File: src/rtl/pipe_ctrl_n.sv
// Pipeline control: per-stage stall freeze vector, exception/ertn flush-redirect
// sequencer with vectored handler addressing, and a saturating stall-cycle counter.
module pipe_ctrl_n #(
   parameter int NUM_STAGES   = 7,
   parameter int ADDR_W       = 32,
   parameter int CAUSE_W      = 6,
   parameter int VECTORED     = 0,
   parameter int VEC_SHIFT    = 6,
   parameter int FLUSH_CYCLES = 1,
   parameter int CNT_W        = 32
) (
   input  logic                  clk,
   input  logic                  rst_n,
   input  logic [NUM_STAGES-1:0] stallreq,
   input  logic                  except_valid,
   input  logic [CAUSE_W-1:0]    except_cause,
   input  logic [ADDR_W-1:0]     eentry_base,
   input  logic                  ertn_valid,
   input  logic [ADDR_W-1:0]     ertn_pc,
   input  logic                  redirect_ready,
   output logic [NUM_STAGES-1:0] stall,
   output logic                  flush,
   output logic                  redirect_valid,
   output logic [ADDR_W-1:0]     new_pc,
   output logic                  busy,
   output logic [CNT_W-1:0]      stall_cycles
);

   typedef enum logic [1:0] {RUN, FLUSH, REDIR} state_t;

   localparam int FCW = (FLUSH_CYCLES > 1) ? $clog2(FLUSH_CYCLES) : 1;

   state_t                  state_q, state_d;
   logic [FCW-1:0]          fcnt_q, fcnt_d;
   logic [ADDR_W-1:0]       new_pc_q, new_pc_d;
   logic [ADDR_W-1:0]       vec_off, target;
   logic [NUM_STAGES-1:0]   stall_mask;
   logic [CNT_W-1:0]        cnt_q;

   // A stalled stage must also freeze everything upstream of it.
   always_comb begin : stall_scan
      logic acc;
      acc = 1'b0;
      stall_mask = '0;
      for (int k = NUM_STAGES - 1; k >= 0; k--) begin
         acc           = acc | stallreq[k];
         stall_mask[k] = acc;
      end
   end

   assign stall = (rst_n && state_q == RUN) ? stall_mask : '0;

   assign vec_off = ADDR_W'(except_cause) << VEC_SHIFT;

   // Exception outranks a same-cycle ertn.
   always_comb begin
      target = ertn_pc;
      if (except_valid)
         target = (VECTORED != 0) ? eentry_base + vec_off : eentry_base;
   end

   always_comb begin
      state_d  = state_q;
      fcnt_d   = fcnt_q;
      new_pc_d = new_pc_q;
      case (state_q)
         RUN: begin
            if (except_valid || ertn_valid) begin
               state_d  = FLUSH;
               fcnt_d   = FCW'(FLUSH_CYCLES - 1);
               new_pc_d = target;
            end
         end
         FLUSH: begin
            if (fcnt_q == '0) state_d = REDIR;
            else              fcnt_d  = fcnt_q - 1'b1;
         end
         REDIR: begin
            if (redirect_ready) state_d = RUN;
         end
         default: state_d = RUN;
      endcase
   end

   always_ff @(posedge clk) begin
      if (!rst_n) begin
         state_q  <= RUN;
         fcnt_q   <= '0;
         new_pc_q <= '0;
         cnt_q    <= '0;
      end else begin
         state_q  <= state_d;
         fcnt_q   <= fcnt_d;
         new_pc_q <= new_pc_d;
         if (|stall && cnt_q != '1)
            cnt_q <= cnt_q + 1'b1;
      end
   end

   assign flush          = (state_q == FLUSH);
   assign redirect_valid = (state_q == REDIR);
   assign busy           = (state_q != RUN);
   assign new_pc         = new_pc_q;
   assign stall_cycles   = cnt_q;

endmodule

File: config.mk
export PLATFORM = sky130hd
export DESIGN_NAME = pipe_ctrl_n
export DESIGN_NICKNAME = d
export VERILOG_FILES = /design/src/rtl/pipe_ctrl_n.sv
export SDC_FILE = /design/constraint.sdc
export NUM_CORES = 1
export LEC_CHECK = 0
export CORE_MARGIN = 2
export CORE_UTILIZATION = 44
export CTS_CLUSTER_DIAMETER = 60
export DETAILED_ROUTE_END_ITERATION = 7
export HOLD_SLACK_MARGIN = 0.08
export PLACE_DENSITY = 0.86
export SYNTH_ARGS = -nofsm -noshare
export SYNTH_HDL_FRONTEND = slang
export SYNTH_SLANG_ARGS = --single-unit
File: constraint.sdc
create_clock -name clk -period 3.5 [get_ports clk]
set_input_delay 0.525 -clock clk [delete_from_list [all_inputs] [get_ports clk]]
set_output_delay 0.525 -clock clk [all_outputs]
set_load 0.01 [all_outputs]
; Yosys cells after proc, flatten, opt, wreduce, memory -nomap -nowiden
; Cells that the tools add are included.
[totals]
input_bits = 82
register_bits = 67
latch_bits = 0
rom_bits = 0
ram_bits = 0
wordCells = 37
mem_count = 0
[op_classes]
div_mod_pow = 0
n_lt_le_gt_ge = 0
mul = 0
bitwise_logic = 6
n_eq_ne = 6
add_sub_neg = 2
n_reduce_logical = 10
shift = 0
n_mux = 9
[op_table]
columns = operator, n
row1 = adder 32 x 1 -> 32 bit (second input constant), 1
row2 = two-way mux 32 bit, 1
row3 = inequality test 32 bit (second input constant), 1
row4 = two-way mux 7 bit, 1
row5 = OR reduction 7 bit, 1
row6 = two-way mux 2 bit, 3
row7 = OR 1 bit, 6
row8 = one-hot mux 2 bit (3 select lines), 1
row9 = inequality test 2 bit (second input constant), 2
row10 = AND reduction 2 bit, 2
row11 = nonzero test 2 bit, 2
row12 = AND reduction 3 bit, 1
row13 = == test 2 x 1 -> 1 bit (second input constant), 1
row14 = == test 2 bit (second input constant), 1
row15 = logical AND 1 bit, 2
row16 = logical NOT 2 bit, 1
row17 = two-way mux 1 bit, 2
row18 = inequality test 2 x 1 -> 1 bit (second input constant), 1
row19 = one-hot mux 1 bit (2 select lines), 1
row20 = logical OR 1 bit, 1
row21 = subtractor 1 bit (second input constant), 1

; Longest topological paths before layout
; Gate-level depths: netlist (run 1).
[depth]
depth_word = 9
mapped_depth = 10

; Least setup slack after synthesis (run 1)
; No wires, ideal clock.
[synth_timing]
kind = input to register
startpoint = input port rst_n
endpoint = register cnt_q[18] (netlist: stall_cycles[18])
setup_slack_ns = 1.166
stages = 9
arrival_time_ns = 2.263
required_time_ns = 3.429
path_buffers = 3
path_cell_list = buf_4 -> or3b_1 -> buf_6 -> a21o_4 -> clkinv_2 -> o31ai_2 -> buf_6 -> or4_1 -> a21oi_1
[synth_via]
elab_chain_len = 4
[synth_lines]
columns = element, line_no
row1 = start: declaration, 13  ; input logic rst_n,
row2 = logical AND 1 bit, 51  ; assign stall = (rst_n && state_q == RUN) ? stall_mask : '0;
row3 = two-way mux 7 bit, 51
row4 = named net stall[0], 21  ; output logic [NUM_STAGES-1:0] stall,
row5 = OR reduction 7 bit, 95  ; if (|stall && cnt_q != '1)
row6 = logical AND 1 bit, 95
row7 = end signal: assignment, 96  ; cnt_q <= cnt_q + 1'b1;
row8 = end: declaration, 38  ; logic [CNT_W-1:0] cnt_q;
; The timed path passes the listed nets, and every way through them passes these cells.
; A chain may end at the register's enable or synchronous reset.

; Final worst setup path (run 1)
[layout_timing]
startpoint = input port rst_n
endpoint = output port stall[0]
[layout_via]
elab_chain_len = 2
[layout_lines]
columns = element, line_no
row1 = logical AND 1 bit, 51
row2 = two-way mux 7 bit, 51
row3 = end: declaration, 21
; Every way passes these cells.

==> impl_metrics.prom, run 1 <==
# TYPE chip_impl_metric gauge
chip_impl_metric{name="vdd_ir_drop_max",unit="mV"} 0.224
chip_impl_metric{name="die_w",unit="µm"} 89.1
chip_impl_metric{name="design.final.nets",unit=""} 595
chip_impl_metric{name="grt_util_all_layers",unit="%"} 22.4
chip_impl_metric{name="finalCriticalPeriod",unit="ps"} 2940
chip_impl_metric{name="drt_pre_antenna_iters",unit=""} 4
chip_impl_info{name="tritoncts_clock_tree",value="yes"} 1
chip_impl_metric{name="design_power_total",unit="mW"} 1.87
chip_impl_metric{name="pin_count_of_the_biggest_net_entering_global_routing",unit=""} 65
chip_impl_info{name="run_status",value="finished clean"} 1
chip_impl_info{name="hold_path.class",value="input pin to flip-flop"} 1
chip_impl_metric{name="fin_skew",unit="ps"} 9.38
chip_impl_metric{name="post_cts_resized",unit=""} 0
chip_impl_metric{name="switchingPower",unit="µW"} 497
chip_impl_metric{name="setup.reg_to_reg.worst_slack",unit="ps"} 960
chip_impl_metric{name="placementRows",unit=""} 31
chip_impl_metric{name="antenna_found_initial",unit=""} 0
chip_impl_metric{name="final_layout_size_suffix_gt1_share",unit="%"} 5.03
chip_impl_metric{name="power_frac_comb",unit="%"} 22.8
chip_impl_metric{name="multi_input_comb_area",unit="µm²"} 1740
chip_impl_metric{name="post_synth_num_cell_types",unit=""} 39
chip_impl_metric{name="max-slew-margin-rel",unit="%"} 44.5
chip_impl_metric{name="n_fill_cell",unit=""} 617
chip_impl_metric{name="number_of_enable_type_register_cells_in_the_synthesized_netlist",unit=""} 0
chip_impl_metric{name="routedWlPerCell",unit="µm"} 14.3
chip_impl_metric{name="dpl_worst_slack",unit="ps"} 574
chip_impl_metric{name="max-clock-path-buffers",unit=""} 2
chip_impl_metric{name="clk_latency",unit="ps"} 340
chip_impl_metric{name="die-height",unit="µm"} 89.1
chip_impl_metric{name="postSynthNetCount",unit=""} 451
chip_impl_metric{name="layout.cell_area.non_filler",unit="µm²"} 4920
chip_impl_info{name="start_kind",value="input pin"} 1
chip_impl_info{name="setup.worst_path.end_class",value="primary output"} 1
chip_impl_metric{name="core_area",unit="µm²"} 7140
chip_impl_metric{name="setup-tns-final",unit="ps"} 0
chip_impl_metric{name="drv.max_cap_violation_count",unit=""} 0
chip_impl_info{name="root_buffer",value="sky130_fd_sc_hd__clkbuf_8"} 1
chip_impl_metric{name="synthesis.area_per_instance",unit="µm²"} 8.65
chip_impl_metric{name="timing.final.crit_share",unit="%"} 84.0
chip_impl_metric{name="reg2regPathDepth",unit=""} 6
chip_impl_metric{name="postLayoutSetupSlackWorst",unit="ps"} 560
chip_impl_metric{name="synth_top_cell_area_share",unit="%"} 41.5
chip_impl_metric{name="cts_htree_levels",unit=""} 3
chip_impl_metric{name="cts_made_buffers",unit=""} 9
chip_impl_info{name="startpoint",value="rst_n"} 1
chip_impl_metric{name="pwr-share-clk",unit="%"} 32.4
chip_impl_metric{name="clock-sinks",unit=""} 66
chip_impl_metric{name="layout-area-overhead-vs-synth",unit="%"} 54.5
chip_impl_metric{name="p_per_area",unit="nW/µm²"} 380
chip_impl_metric{name="report.final.slew_viol_count",unit=""} 0
chip_impl_info{name="synth_ff_type",value="sky130_fd_sc_hd__dfxtp_1"} 1
chip_impl_metric{name="arrival",unit="ps"} 2410
chip_impl_metric{name="route.antenna.remaining_nets",unit=""} 0
chip_impl_metric{name="maxClockFrequency",unit="GHz"} 0.340
chip_impl_metric{name="count_of_pins_on_the_block_boundary",unit=""} 156
chip_impl_metric{name="remaining_drc_errors",unit=""} 0
chip_impl_metric{name="final-seq-area",unit="µm²"} 1320
chip_impl_metric{name="grt_pass1_vias",unit=""} 3042
chip_impl_metric{name="clkTransAtPathRegs",unit="ps"} 70
chip_impl_info{name="most_frequent_cells_in_the_layout",value="sky130_fd_sc_hd__clkdlybuf4s50_1 (148), sky130_fd_sc_hd__dfxtp_1 (66), sky130_fd_sc_hd__nor2_1 (52), sky130_fd_sc_hd__mux2i_1 (41), sky130_fd_sc_hd__a211oi_1 (32)"} 1
chip_impl_metric{name="initial_utilization",unit="%"} 44.6
chip_impl_metric{name="power_report.internal_total",unit="mW"} 1.37
chip_impl_metric{name="drt-vias-per-instance",unit=""} 5.44
chip_impl_metric{name="die_area",unit="µm²"} 7930
chip_impl_metric{name="synth-seq-area-share",unit="%"} 41.5
chip_impl_metric{name="antenna_cells_inserted",unit=""} 0
chip_impl_metric{name="post-cts-setup-buffers",unit=""} 0
chip_impl_metric{name="async_reset_ff_share",unit="%"} 0
chip_impl_metric{name="via_count",unit=""} 3352
chip_impl_info{name="worst_setup_path_endpoint",value="stall[0]"} 1
chip_impl_metric{name="totalWireLength",unit="µm"} 8800
chip_impl_metric{name="endpoints_failing_setup",unit=""} 0
chip_impl_info{name="critical_path.reg2reg.endpoint",value="stall_cycles[2]$_SDFFE_PN0P_"} 1
chip_impl_metric{name="power.switching_fraction",unit="%"} 26.5
chip_impl_metric{name="netlist_area",unit="µm²"} 3180
chip_impl_info{name="worst-setup-path-type",value="input pin to primary output"} 1
chip_impl_metric{name="detailedRoute.firstIterationViolations",unit=""} 138
chip_impl_info{name="cell_type_contributing_the_most_total_cell_area_after_synthesis",value="sky130_fd_sc_hd__dfxtp_1"} 1
chip_impl_info{name="top_area_cells_in_the_synthesized_netlist",value="sky130_fd_sc_hd__dfxtp_1 (42%), sky130_fd_sc_hd__mux2i_1 (13%), sky130_fd_sc_hd__a211oi_1 (7.5%), sky130_fd_sc_hd__nor2_1 (6.3%), sky130_fd_sc_hd__a21oi_1 (2.8%)"} 1
chip_impl_metric{name="detailedPlacementHpwl",unit="µm"} 6640
chip_impl_metric{name="grt_pass1_wl",unit="µm"} 13800
chip_impl_metric{name="cp_data_required_time",unit="ps"} 2970
chip_impl_metric{name="ys_warn_count",unit=""} 0
chip_impl_metric{name="hold_ws",unit="ps"} 468
chip_impl_metric{name="cts_hold_repair.buffers",unit=""} 0
chip_impl_info{name="unrepaired_setup_endpoints_after_global_routing",value="false"} 1
chip_impl_metric{name="worst_slew_pin_slew",unit="ps"} 824
chip_impl_metric{name="port_buffers",unit=""} 149
chip_impl_metric{name="pwr-share-seq",unit="%"} 44.8
chip_impl_metric{name="gr-total-overflow",unit=""} 0
chip_impl_metric{name="placed_area",unit="µm²"} 4740
chip_impl_metric{name="postSynthCellCount",unit=""} 368
chip_impl_metric{name="total_leakage_power",unit="nW"} 1.81
chip_impl_metric{name="gpl.final_weighted_congestion",unit=""} 0.873
chip_impl_metric{name="hold_violations",unit=""} 0
chip_impl_info{name="most_common_cell_after_layout_fill_and_taps_aside",value="sky130_fd_sc_hd__clkdlybuf4s50_1"} 1
chip_impl_metric{name="timing.critical_path.fanout_max",unit=""} 8
chip_impl_info{name="r2r_start",value="stall_cycles[23]$_SDFFE_PN0P_"} 1
chip_impl_metric{name="synth-seq-cells",unit=""} 66
[cells by family (layout without fill, tap and decap cells)]
kind of cell	Yosys count	in the layout	share of synthesized area, %
xor+xnor	3	3	0.826
simple gates	155	155	24.4
fa+ha+maj	1	1	0.393
flops	66	66	41.5
mux	41	41	12.9
compound gates	74	74	16.0
buf+inv	28	177	3.97
[Yosys cell counts, drive strengths merged (4+ instances only)]
library cell and count:
a211oi 32, a21oi 18, and3 5, buf 4, clkbuf 17, dfxtp 66
inv 6, mux2i 41, nand2 23, nand2b 4, nand3 17, nand4 12
nor2 53, nor3 8, nor4 5, o21ai 6, o31ai 11, or3 9
or4 11
[per-layer routing]
layer | routed length, µm | share of wire, % | GRT usage, % | vias to the layer above
li1 | - | - | - | 1651
met1 | 3330 | 38 | 24.9 | 1542
met2 | 4500 | 51 | 38.5 | 140
met3 | 749 | 8.5 | 7.85 | 19
met4 | 214 | 2.4 | 9.91 | 0
met5 | 0 | 0 | 0 | -
[worst max-delay path, cell delays in order]
cell and delay, ps:
sky130_fd_sc_hd__clkdlybuf4s50_1 490, sky130_fd_sc_hd__or3b_1 490, sky130_fd_sc_hd__a21o_4 270, sky130_fd_sc_hd__clkinv_2 90
sky130_fd_sc_hd__clkdlybuf4s50_1 540
[metrics by stage]
stage / instances / util [%]
after CTS: 616 / 68.9
after floorplan: 368 / -
after global routing: 616 / 68.9
after global placement: 600 / 66.4
final: 616 / 68.9
after detailed placement: 600 / 66.4
[power by group through the flow]
stage	clock [mW]	combinational, mW	sequential, mW
3_3_place_gp	0	0.420	0.852
2_1_floorplan	0	0.165	0.876
6_report	0.606	0.426	0.839
5_1_grt	0.645	0.464	0.844
4_1_cts	0.612	0.430	0.839
3_5_place_dp	0	0.428	0.855
[registers in the layout, indices dropped and copies added, names as in the netlist]
register and flops:
stall_cycles 32, state_q 2, new_pc 32
[layout make-up]
type / count / area share [%]
well taps: 99 / 2.52
flip-flops and latches: 66 / 26.9
clock inverters: 3 / 0.814
multi-input cells: 274 / 35.4
inverters: 7 / 0.560
repair buffers: 154 / 31.0
clock buffers: 13 / 2.82
[worst min-delay path by stage]
stage	start	endpoint	cells past startpoint
2_1_floorplan	stall_cycles[4]$_SDFFE_PN0P_	stall_cycles[4]$_SDFFE_PN0P_	1
3_3_place_gp	stall_cycles[4]$_SDFFE_PN0P_	stall_cycles[4]$_SDFFE_PN0P_	1
3_5_place_dp	stall_cycles[4]$_SDFFE_PN0P_	stall_cycles[4]$_SDFFE_PN0P_	1
4_1_cts	except_valid	state_q[0]$_SDFFE_PN0P_	3
5_1_grt	except_valid	state_q[0]$_SDFFE_PN0P_	3
6_report	except_valid	state_q[0]$_SDFFE_PN0P_	3
Power figures use the tool's default switching activity.
==> run 2: changes to the inputs <==
Settings changed: CORE_UTILIZATION 44 to 37, PLACE_DENSITY 0.86 to 0.77.
Clock period 3.5 ns to 2.66 ns, I/O delays scaled along.
==> run 2 against run 1 <==
Effect of this change: utilization down 8.0 points; via count increased by 0.81%; critical endpoint unchanged; sequential share of layout area is 0.61 points lower; highest routed layer unchanged.
==> impl_metrics.prom, run 2 (synthesized netlist as in run 1, its figures left out) <==
# TYPE chip_impl_metric gauge
chip_impl_info{name="run_status",value="finished clean"} 1
chip_impl_metric{name="max-slew-margin-rel",unit="%"} 52.8
chip_impl_metric{name="drv.max_cap_violation_count",unit=""} 0
chip_impl_metric{name="met1_use_gr",unit="%"} 21.2
chip_impl_metric{name="timing.critical_path.fanout_max",unit=""} 6
chip_impl_metric{name="port_buffers",unit=""} 149
chip_impl_info{name="path_common_cell",value="sky130_fd_sc_hd__clkdlybuf4s50_1"} 1
chip_impl_metric{name="report.final.slew_viol_count",unit=""} 0
chip_impl_metric{name="detailedRoute.firstIterationViolations",unit=""} 92
chip_impl_metric{name="routedWlPerCell",unit="µm"} 14.4
chip_impl_info{name="worst-setup-path-type",value="input pin to primary output"} 1
chip_impl_metric{name="setup-tns-final",unit="ps"} 0
chip_impl_info{name="startpoint",value="rst_n"} 1
chip_impl_info{name="critical_path.reg2reg.endpoint",value="stall_cycles[13]$_SDFFE_PN0P_"} 1
chip_impl_metric{name="antenna_cells_inserted",unit=""} 0
chip_impl_metric{name="gr-total-overflow",unit=""} 0
chip_impl_metric{name="layout-area-overhead-vs-synth",unit="%"} 58.1
chip_impl_metric{name="groute.layer.met2.usage",unit="%"} 33.8
chip_impl_metric{name="final_layout_size_suffix_gt1_share",unit="%"} 7.94
chip_impl_metric{name="die_w",unit="µm"} 96.8
chip_impl_info{name="cp_slowest_cell",value="sky130_fd_sc_hd__clkdlybuf4s50_1"} 1
chip_impl_info{name="root_buffer",value="sky130_fd_sc_hd__clkbuf_8"} 1
chip_impl_metric{name="worst_slew_pin_slew",unit="ps"} 703
chip_impl_metric{name="design_power_total",unit="mW"} 2.43
chip_impl_metric{name="initial_utilization",unit="%"} 38.5
chip_impl_info{name="setup.worst_path.end_class",value="primary output"} 1
chip_impl_info{name="unrepaired_setup_endpoints_after_global_routing",value="false"} 1
chip_impl_metric{name="core_area",unit="µm²"} 8260
chip_impl_metric{name="design.final.nets",unit=""} 608
chip_impl_metric{name="via_count",unit=""} 3379
chip_impl_metric{name="route.antenna.remaining_nets",unit=""} 0
chip_impl_metric{name="antenna_found_initial",unit=""} 0
chip_impl_info{name="worst_setup_path_endpoint",value="stall[0]"} 1
chip_impl_metric{name="cp_data_required_time",unit="ps"} 2260
chip_impl_metric{name="cts_htree_levels",unit=""} 3
chip_impl_metric{name="timing.final.crit_share",unit="%"} 95.0
chip_impl_info{name="r2r_start",value="stall_cycles[24]$_SDFFE_PN0P_"} 1
chip_impl_metric{name="gpl.final_weighted_congestion",unit=""} 0.777
chip_impl_info{name="start_kind",value="input pin"} 1
chip_impl_info{name="path_cells",value="clkdlybuf4s50_1 -> or3b_1 -> a21o_4 -> clkinv_2 -> clkdlybuf4s50_1"} 1
chip_impl_metric{name="total_leakage_power",unit="nW"} 1.88
chip_impl_metric{name="clock-sinks",unit=""} 66
chip_impl_metric{name="arrival",unit="ps"} 2130
chip_impl_metric{name="grt_pass1_wl",unit="µm"} 14800
chip_impl_metric{name="count_of_pins_on_the_block_boundary",unit=""} 156
chip_impl_metric{name="finalCriticalPeriod",unit="ps"} 2530
chip_impl_metric{name="die-height",unit="µm"} 96.8
chip_impl_metric{name="cts_made_buffers",unit=""} 9
chip_impl_metric{name="fin_skew",unit="ps"} 6.42
chip_impl_metric{name="grt_util_all_layers",unit="%"} 19.0
chip_impl_metric{name="clk_latency",unit="ps"} 330
chip_impl_metric{name="detailedPlacementHpwl",unit="µm"} 7000
chip_impl_info{name="tritoncts_clock_tree",value="yes"} 1
chip_impl_metric{name="p_per_area",unit="nW/µm²"} 482
chip_impl_info{name="most_frequent_cells_in_the_layout",value="sky130_fd_sc_hd__clkdlybuf4s50_1 (148), sky130_fd_sc_hd__dfxtp_1 (66), sky130_fd_sc_hd__nor2_1 (52), sky130_fd_sc_hd__mux2i_1 (41), sky130_fd_sc_hd__a211oi_1 (32)"} 1
chip_impl_metric{name="placementRows",unit=""} 33
chip_impl_info{name="cpLargestDelayFamily",value="buffers and inverters"} 1
chip_impl_info{name="most_common_cell_after_layout_fill_and_taps_aside",value="sky130_fd_sc_hd__clkdlybuf4s50_1"} 1
chip_impl_metric{name="postLayoutSetupSlackWorst",unit="ps"} 132
chip_impl_metric{name="cp_num_buf_inv",unit=""} 3
chip_impl_metric{name="pin_count_of_the_biggest_net_entering_global_routing",unit=""} 65
chip_impl_metric{name="die_area",unit="µm²"} 9360
chip_impl_metric{name="max-clock-path-buffers",unit=""} 2
chip_impl_metric{name="grt_pass1_vias",unit=""} 3213
chip_impl_metric{name="timing.critical_path.depth",unit=""} 5
chip_impl_metric{name="remaining_drc_errors",unit=""} 0
chip_impl_metric{name="reg2regPathDepth",unit=""} 6
chip_impl_metric{name="clkTransAtPathRegs",unit="ps"} 70
chip_impl_metric{name="drt_pre_antenna_iters",unit=""} 4
chip_impl_metric{name="cp_slowest_stage_delay",unit="ps"} 540
chip_impl_info{name="hold_path.class",value="input pin to flip-flop"} 1
chip_impl_metric{name="setup.reg_to_reg.worst_slack",unit="ps"} 230
chip_impl_metric{name="drt-vias-per-instance",unit=""} 5.33
chip_impl_metric{name="grt_util_met3",unit="%"} 7.23
chip_impl_metric{name="endpoints_failing_setup",unit=""} 0
chip_impl_metric{name="n_fill_cell",unit=""} 718
chip_impl_metric{name="hold_violations",unit=""} 0
chip_impl_metric{name="maxClockFrequency",unit="GHz"} 0.396
chip_impl_metric{name="totalWireLength",unit="µm"} 9140
chip_impl_metric{name="vdd_ir_drop_max",unit="mV"} 0.330
chip_impl_info{name="most_used_routing_layer_in_global_routing",value="met2"} 1
chip_impl_metric{name="dpl_worst_slack",unit="ps"} 106
==> run 2: changes by cell type in the layout (fill, tap and decap cells not counted) <==
cell	before	now
sky130_fd_sc_hd__nor4_2	0	1
sky130_fd_sc_hd__clkinv_2	3	4
sky130_fd_sc_hd__clkbuf_8	9	11
sky130_fd_sc_hd__clkbuf_1	4	1
sky130_fd_sc_hd__nor4_1	5	4
sky130_fd_sc_hd__bufinv_16	1	0
sky130_fd_sc_hd__buf_12	0	1
sky130_fd_sc_hd__buf_4	5	17
==> run 2: stage by stage <==
stage	cell area, µm²	util (%)	instances	hold WS [ps]
after detailed placement	4860	58.8	619	490
final	5030	61.0	634	346
after global placement	4860	58.8	619	475
after CTS	5030	60.9	634	336
after floorplan	3180	-	368	497
after global routing	5030	61.0	634	333
==> run 2: layout make-up <==
type | instances | area [µm²] | area share [%]
Timing Repair Buffer | 167 | 1630 | 32.5
Tap cell | 105 | 131 | 2.61
Clock buffer | 12 | 155 | 3.08
Inverter | 7 | 27.5 | 0.547
Sequential cell | 66 | 1320 | 26.2
Clock inverter | 3 | 15.0 | 0.298
Multi-Input combinational cell | 274 | 1750 | 34.8
==> run 2: repair_timing <==
item	in CTS	in global routing
setup buffers	0	0
hold buffers	0	0
setup endpoints to repair	0	1
resized for setup	0	1
==> run 2: power by group <==
part / switching (mW) / total (mW) / internal, mW
Sequential: 0.0432 / 1.10 / 1.06
Combinational: 0.255 / 0.588 / 0.334
Clock: 0.358 / 0.738 / 0.380
Total: 0.656 / 2.43 / 1.77
==> run 2: worst min-delay path by stage <==
| stage | startpoint | slack, ps | end | cells after the start |
|---|---|---|---|---|
| after global routing | except_valid | 330 | state_q[0]$_SDFFE_PN0P_ | 3 |
| after detailed placement | new_pc[6]$_SDFFE_PN0P_ | 490 | new_pc[6]$_SDFFE_PN0P_ | 2 |
| after CTS | except_valid | 340 | state_q[0]$_SDFFE_PN0P_ | 3 |
| after floorplan | stall_cycles[4]$_SDFFE_PN0P_ | 500 | stall_cycles[4]$_SDFFE_PN0P_ | 1 |
| final | except_valid | 350 | state_q[0]$_SDFFE_PN0P_ | 3 |
| after global placement | stall_cycles[4]$_SDFFE_PN0P_ | 470 | stall_cycles[4]$_SDFFE_PN0P_ | 1 |
==> run 2: worst register-to-register path, cell delays in order (launching register included) <==
cell	delay [ps]
sky130_fd_sc_hd__dfxtp_1	450
sky130_fd_sc_hd__nand4_1	240
sky130_fd_sc_hd__or3_1	490
sky130_fd_sc_hd__o31ai_2	670
sky130_fd_sc_hd__buf_4	270
sky130_fd_sc_hd__nor4_1	60
sky130_fd_sc_hd__mux2i_1	120
==> run 2: per-layer routing <==
layer  part of all wire, %  wire length (µm)
met5                     0                 0
met4                   1.2               112
met3                   9.5               869
met2                    51              4620
met1                    39              3540
